`src/rtl/demux_pkg.sv`:
```
// Shared constants and helpers for the 1-to-N demultiplexer.
// Optional activity counters are enabled by defining DEMUX_ACT_CNT_EN.
package demux_pkg;

    // Default width of each per-output activity counter
    localparam int CNT_W_DEFAULT = 8;

    // Largest supported output count and the select width that covers it
    localparam int MAX_OUT  = 64;
    localparam int SEL_MAXW = 7;

    // Range-checked one-hot decode: bit i is set only when d=1, i<n and sel==i.
    // An unknown sel never matches, so the result stays all zeros.
    function automatic logic [MAX_OUT-1:0] onehot_dec(
        input logic [SEL_MAXW-1:0] sel,
        input logic                d,
        input int                  n
    );
        logic [MAX_OUT-1:0] res;
        res = '0;
        for (int i = 0; i < MAX_OUT; i++) begin
            if (d && (i < n) && (sel == SEL_MAXW'(i))) begin
                res[i] = 1'b1;
            end
        end
        return res;
    endfunction

    // Saturating increment for a counter of the given width (width < 64)
    function automatic logic [63:0] sat_inc(
        input logic [63:0] value,
        input int unsigned width
    );
        logic [63:0] maxVal;
        maxVal = (64'd1 << width) - 64'd1;
        return (value >= maxVal) ? maxVal : (value + 64'd1);
    endfunction

endpackage

```
`src/rtl/demux_act_cnt.sv`:
```
// One saturating activity counter: clear has priority over increment,
// and the count holds at all-ones instead of wrapping.
module demux_act_cnt
    import demux_pkg::*;
#(
    parameter int CNT_W = CNT_W_DEFAULT
) (
    input  logic             CLK,
    input  logic             RST_N,
    input  logic             inc_i,
    input  logic             clr_i,
    output logic [CNT_W-1:0] cnt_o
);

    logic [CNT_W-1:0] cnt_q;
    logic [CNT_W-1:0] cnt_d;

    // Next count: clear wins, otherwise saturating increment when active
    always_comb begin
        cnt_d = cnt_q;
        if (clr_i) begin
            cnt_d = '0;
        end else if (inc_i) begin
            cnt_d = CNT_W'(sat_inc(64'(cnt_q), CNT_W));
        end
    end

    // Counter register with asynchronous clear on reset
    always_ff @(posedge CLK or negedge RST_N) begin
        if (!RST_N) begin
            cnt_q <= '0;
        end else begin
            cnt_q <= cnt_d;
        end
    end

    assign cnt_o = cnt_q;

endmodule

```
`src/rtl/demux_1to8.sv`:
```
// 1-to-N demultiplexer with a zero-latency combinational output, a
// registered copy, a select-range error flag and, when DEMUX_ACT_CNT_EN
// is defined, per-output saturating activity counters.
module demux_1to8
    import demux_pkg::*;
#(
    parameter int N_OUT = 8,
`ifdef DEMUX_ACT_CNT_EN
    parameter int CNT_W = CNT_W_DEFAULT,
`endif
    localparam int SEL_W = $clog2(N_OUT)
) (
    input  logic                   CLK,
    input  logic                   RST_N,
    input  logic                   D,
    input  logic [SEL_W-1:0]       SEL,
    output logic [N_OUT-1:0]       Y,
    output logic [N_OUT-1:0]       Y_Q,
`ifdef DEMUX_ACT_CNT_EN
    input  logic                   CNT_CLR,
    output logic [N_OUT*CNT_W-1:0] ACT_CNT,
`endif
    output logic                   SEL_ERR
);

    logic [N_OUT-1:0] y_d;
    logic [N_OUT-1:0] y_q;
    logic             selErr;

    // Decode D onto the selected output; out-of-range or unknown select gives zeros
    always_comb begin
        y_d = N_OUT'(onehot_dec(SEL_MAXW'(SEL), D, N_OUT));
    end

    // Flag selects that do not address a real output (unknown select also flags)
    always_comb begin
        if (32'(SEL) < N_OUT) begin
            selErr = 1'b0;
        end else begin
            selErr = 1'b1;
        end
    end

    // One-cycle registered copy of the decode, cleared at once by reset
    always_ff @(posedge CLK or negedge RST_N) begin
        if (!RST_N) begin
            y_q <= '0;
        end else begin
            y_q <= y_d;
        end
    end

    assign Y       = y_d;
    assign Y_Q     = y_q;
    assign SEL_ERR = selErr;

`ifdef DEMUX_ACT_CNT_EN
    // One counter per output, counting edges where that output is high
    for (genvar g = 0; g < N_OUT; g++) begin : gen_cnt
        demux_act_cnt #(
            .CNT_W (CNT_W)
        ) u_cnt (
            .CLK   (CLK),
            .RST_N (RST_N),
            .inc_i (y_d[g]),
            .clr_i (CNT_CLR),
            .cnt_o (ACT_CNT[g*CNT_W +: CNT_W])
        );
    end
`endif

endmodule

```
`config.mk`:
```
export PLATFORM = sky130hd
export DESIGN_NAME = demux_1to8
export DESIGN_NICKNAME = d
export VERILOG_FILES = /design/src/rtl/demux_pkg.sv /design/src/rtl/demux_act_cnt.sv /design/src/rtl/demux_1to8.sv
export SDC_FILE = /design/constraint.sdc
export NUM_CORES = 1
export LEC_CHECK = 0
export BUFFER_PORTS_ARGS = -buffer_cell sky130_fd_sc_hd__buf_2
export CAP_MARGIN = 20
export CORE_AREA = 2 2 39 41
export CTS_BUF_LIST = sky130_fd_sc_hd__clkbuf_2 sky130_fd_sc_hd__clkbuf_4 sky130_fd_sc_hd__clkbuf_8
export CTS_CLUSTER_SIZE = 40
export DETAILED_ROUTE_END_ITERATION = 12
export DIE_AREA = 0 0 41 43
export GPL_TIMING_DRIVEN = 0
export PLACE_DENSITY = 0.58
export SYNTH_ARGS = -nofsm -noshare
export SYNTH_HDL_FRONTEND = slang
export SYNTH_HIERARCHICAL = 1
export SYNTH_SLANG_ARGS = --single-unit
```
`constraint.sdc`:
```
create_clock -name CLK -period 1.2 [get_ports CLK]
set_input_delay 0.24 -clock CLK [delete_from_list [all_inputs] [get_ports CLK]]
set_output_delay 0.24 -clock CLK [all_outputs]
set_load 0.005 [all_outputs]
```
# Word-level counts from Yosys, hierarchy flattened
# Index checks and enable logic that the tools add are counted.
[totals]
reg_bits = 8
wordCells = 25
output_inout_bits = 17
inputBits = 6
[op_classes]
eq_ne = 7
n_reduce_logical = 9
mux = 8
[op_table]
columns = ["cell", "n"]
rows = [
  ["$eq 3x3->1 const B", 4],
  ["$logic_and 1x1->1", 8],
  ["$mux 1", 8],
  ["$eq 3x2->1 const B", 2],
  ["$eq 3x1->1 const B", 1],
  ["$logic_not 3->1", 1],
]

# Longest topological paths before layout
[depth]
word_depth = 3
mapped_depth = 1
ltp_nobuf = 1

# Least setup slack after synthesis
# No wires, ideal clock.
[synth_timing]
kind = "input to output"
from = "input SEL[0]"
to = "output Y[0]"
slack_ns = 0.415
t_required_ns = 0.960
n_path_buf = 0
arrival_ns = 0.545
stages = 1
path_cell_list = "nor4b_2"
[synth_via]
elab_chain_len = 3
[synth_rtl]
columns = ["item", "line_no", "rtl"]
rows = [
  ["start, declared", "demux_1to8.sv:16", "input logic [SEL_W-1:0] SEL,"],
  ["$logic_not 3->1", "demux_pkg.sv:22", "if (d && (i < n) && (sel == SEL_MAXW'(i))) begin"],
  ["$logic_and 1x1->1", "demux_pkg.sv:22", ""],
  ["$mux 1", "demux_pkg.sv:22", ""],
  ["end, declared", "demux_1to8.sv:17", "output logic [N_OUT-1:0] Y,"],
]
# Every way passes these cells.

# Worst setup path after layout
# Ends and elaborated chain as after synthesis.

==> impl_metrics.csv <==
group,metric,value,unit
global_route,grt_pass1_wl,1030,um
clock_network,cts_tree,"yes",
synth,synth.most_common_cell,"dfrtp_1",
synth,ys_seq_area_share,65.0,%
synth,syn_area,308,um^2
finish,layout-area-overhead-vs-synth,51.2,%
min_path,hold_class,"input port to flop",
clock_network,cts_root_buf,"clkbuf_4",
finish,fillers,148,
pwr,leakage,0.000276,uW
synth,synthFlopType,"dfrtp_1",
global_route,grt_max_degree,9,
pwr,seqPwrFrac,52.4,%
floorplan,io_pins,23,
worst_setup_path,start_kind,"input port",
drt,met1_length,289,um
placed_design,place_ws,0.0990,ns
pwr,p_total,531,uW
sta,rsz0062_at_grt,"no",
placed_design,place.gp.congestion,0.638,
synth,synth_top_area_share,65.0,%
synth,synth_common_cells,"8 x dfrtp_1, 3 x and4b_2, 3 x and4bb_2",
worst_setup_path,crit_path_top_delay_cell,"nor4b_2",
clock_network,clkTransAtPathRegs,0.05,ns
floorplan,die_area,1760,um^2
drt,remaining_drc_errors,0,
pwr,internal_power,419,uW
sta,fmax,0.917,GHz
pwr,clockPowerShare,37.0,%
pwr,combPwrFrac,10.6,%
synth,synth_warnings,6,
worst_setup_path,cp-end-kind,"primary output",
sta,drv_slew,0,
worst_setup_path,worstPathCellList,"buf_2, nor4b_2, buf_2",
floorplan,core-area,1380,um^2
sta,period_share,90.8,%
finish,nets,51,
drt,dr_total_vias,255,
drt,dr.max_layer_used,"met4",
finish,fin_util,33.6,%
sta,worst_slack,0.110,ns
global_route,grt_pass1_vias,213,
drt,wl_met3,109,um
worst_setup_path,criticalPathCategory,"input port to primary output",
drt,wl_per_cell,11.1,um
finish,layout-drive-gt1-share,76.7,%
worst_setup_path,cp_num_buf_inv,2,
finish,fin_area,465,um^2
floorplan,initial_core_util,22.2,%
finish,largest_reg_flops,8,
floorplan,die_h,43,um
worst_setup_path,slowest_delay,0.31,ns
clock_network,htree_num_levels,1,
placed_design,place_area,433,um^2
drt,routed_via_density,4.32,
pwr,switching_share,21.1,%
clock_network,cts.repair.resized,0,
sta,fin_crit,1.09,ns
floorplan,die_w,41,um
sta,setup-tns-final,0,ns
synth,netlist_instances,18,
sta,setup_viol,0,
synth,syn-num-nets,24,
clock_network,cts_buffers,3,
floorplan,fp-row-count,14,
pwr,vdd_drop_max,0.436,mV
synth,yosysTopAreaCell,"dfrtp_1",
placed_design,io_buffer_count,21,
flow_run,drv_cap,0,
status,status,"completed",
worst_setup_path,crit_family,"simple AND/OR/NAND/NOR gates",
synth,synth-edff-count,0,
worst_setup_path,cpMostUsedCell,"buf_2",
sta,finalHoldViolations,0,
worst_setup_path,critPathArrivalTime,0.85,ns
pwr,p_per_area,1140,nW/um^2
placed_design,dp_hpwl,509,um
pwr,netSwitchingPower,112,uW
drt,ant_nets,0,
drt,routed_wirelength,656,um
drt,firstDrtPassIters,2,
synth,avgSynthCellArea,17.1,um^2
global_route,track_usage,9.01,%
drt,wl_met2,251,um
global_route,grt-ovfl-total,0,
drt,drt_iter0_markers,2,
synth,yosys-top-cells-area,"dfrtp_1 65%, and4bb_2 12%, and4b_2 11%",
synth,synth_async_sr_flop_share,100,%
clock_network,post_cts_buffers,0,
synth,yosys.cell_types.count,7,
worst_setup_path,required,0.96,ns
clock_network,cts.sink_count,8,
finish,n_antenna_cell,0,
synth,ys_ff_latch,8,
worst_setup_path,cp_max_fo,8,
global_route,antenna_found_initial,0,
clock_network,clock_path_buffers,2,
## cell usage in the layout (no fill, tap or decap)
master	n
and4bb_2	3
and4b_2	3
clkbuf_4	3
conb_1	1
buf_2	21
nor4b_2	1
buf_4	1
dfrtp_1	8
and4_2	1
dlygate4sd3_1	1
## worst paths after layout
check	from	end	slack [ns]	depth (start not counted)
min in group asynchronous	RST_N	Y_Q[1]$_DFF_PN0_	0.35	2
setup / recovery	SEL[0]	Y[0]	0.11	3
hold / removal	SEL[0]	Y_Q[0]$_DFF_PN0_	0.26	2
max in group asynchronous	RST_N	Y_Q[7]$_DFF_PN0_	0.68	2
## final cells by class
class / instances / area [um^2] / area share (%)
Multi-Input combinational cell: 9 / 100 / 21.5
Timing Repair Buffer: 22 / 115 / 24.7
Sequential cell: 8 / 200 / 43.0
Clock buffer: 3 / 22.5 / 4.84
Buffer: 1 / 7.51 / 1.61
Tap cell: 16 / 20.0 / 4.30
## power groups by stage
stage	registers [uW]	clock network [uW]	logic, uW
4_1_cts	278	212	57.0
5_1_grt	279	224	64.1
3_5_place_dp	283	0	54.5
6_report	278	196	56.2
3_3_place_gp	283	0	54.4
2_1_floorplan	284	0	16.4
## per-stage QoR
step           hold slack (ns)  instances
6_report                 0.256         59
5_1_grt                  0.253         59
4_1_cts                  0.238         59
3_5_place_dp            0.0921         55
3_3_place_gp            0.0903         55
2_1_floorplan          -0.0556         18
## timing repair
item	CTS	global route
setup endpoints to repair	0	0
endpoints found under the hold margin	8	0
hold buffers	1	0
## cells by family (layout without fill, tap and decap cells)
logic type,count (synthesis),after routing,share of synthesized area [%]
flops,8,8,65.0
simple gates,8,8,31.3
other cells,1,1,1.22
buf+inv,1,26,2.44
## metal layers
layer	vias up	GRT usage [%]
li1	118	-
met1	114	13.2
met5	-	0
met2	21	9.06
met3	2	7.33
met4	0	4.00
Note: power is estimated with default switching activity, not from simulation.
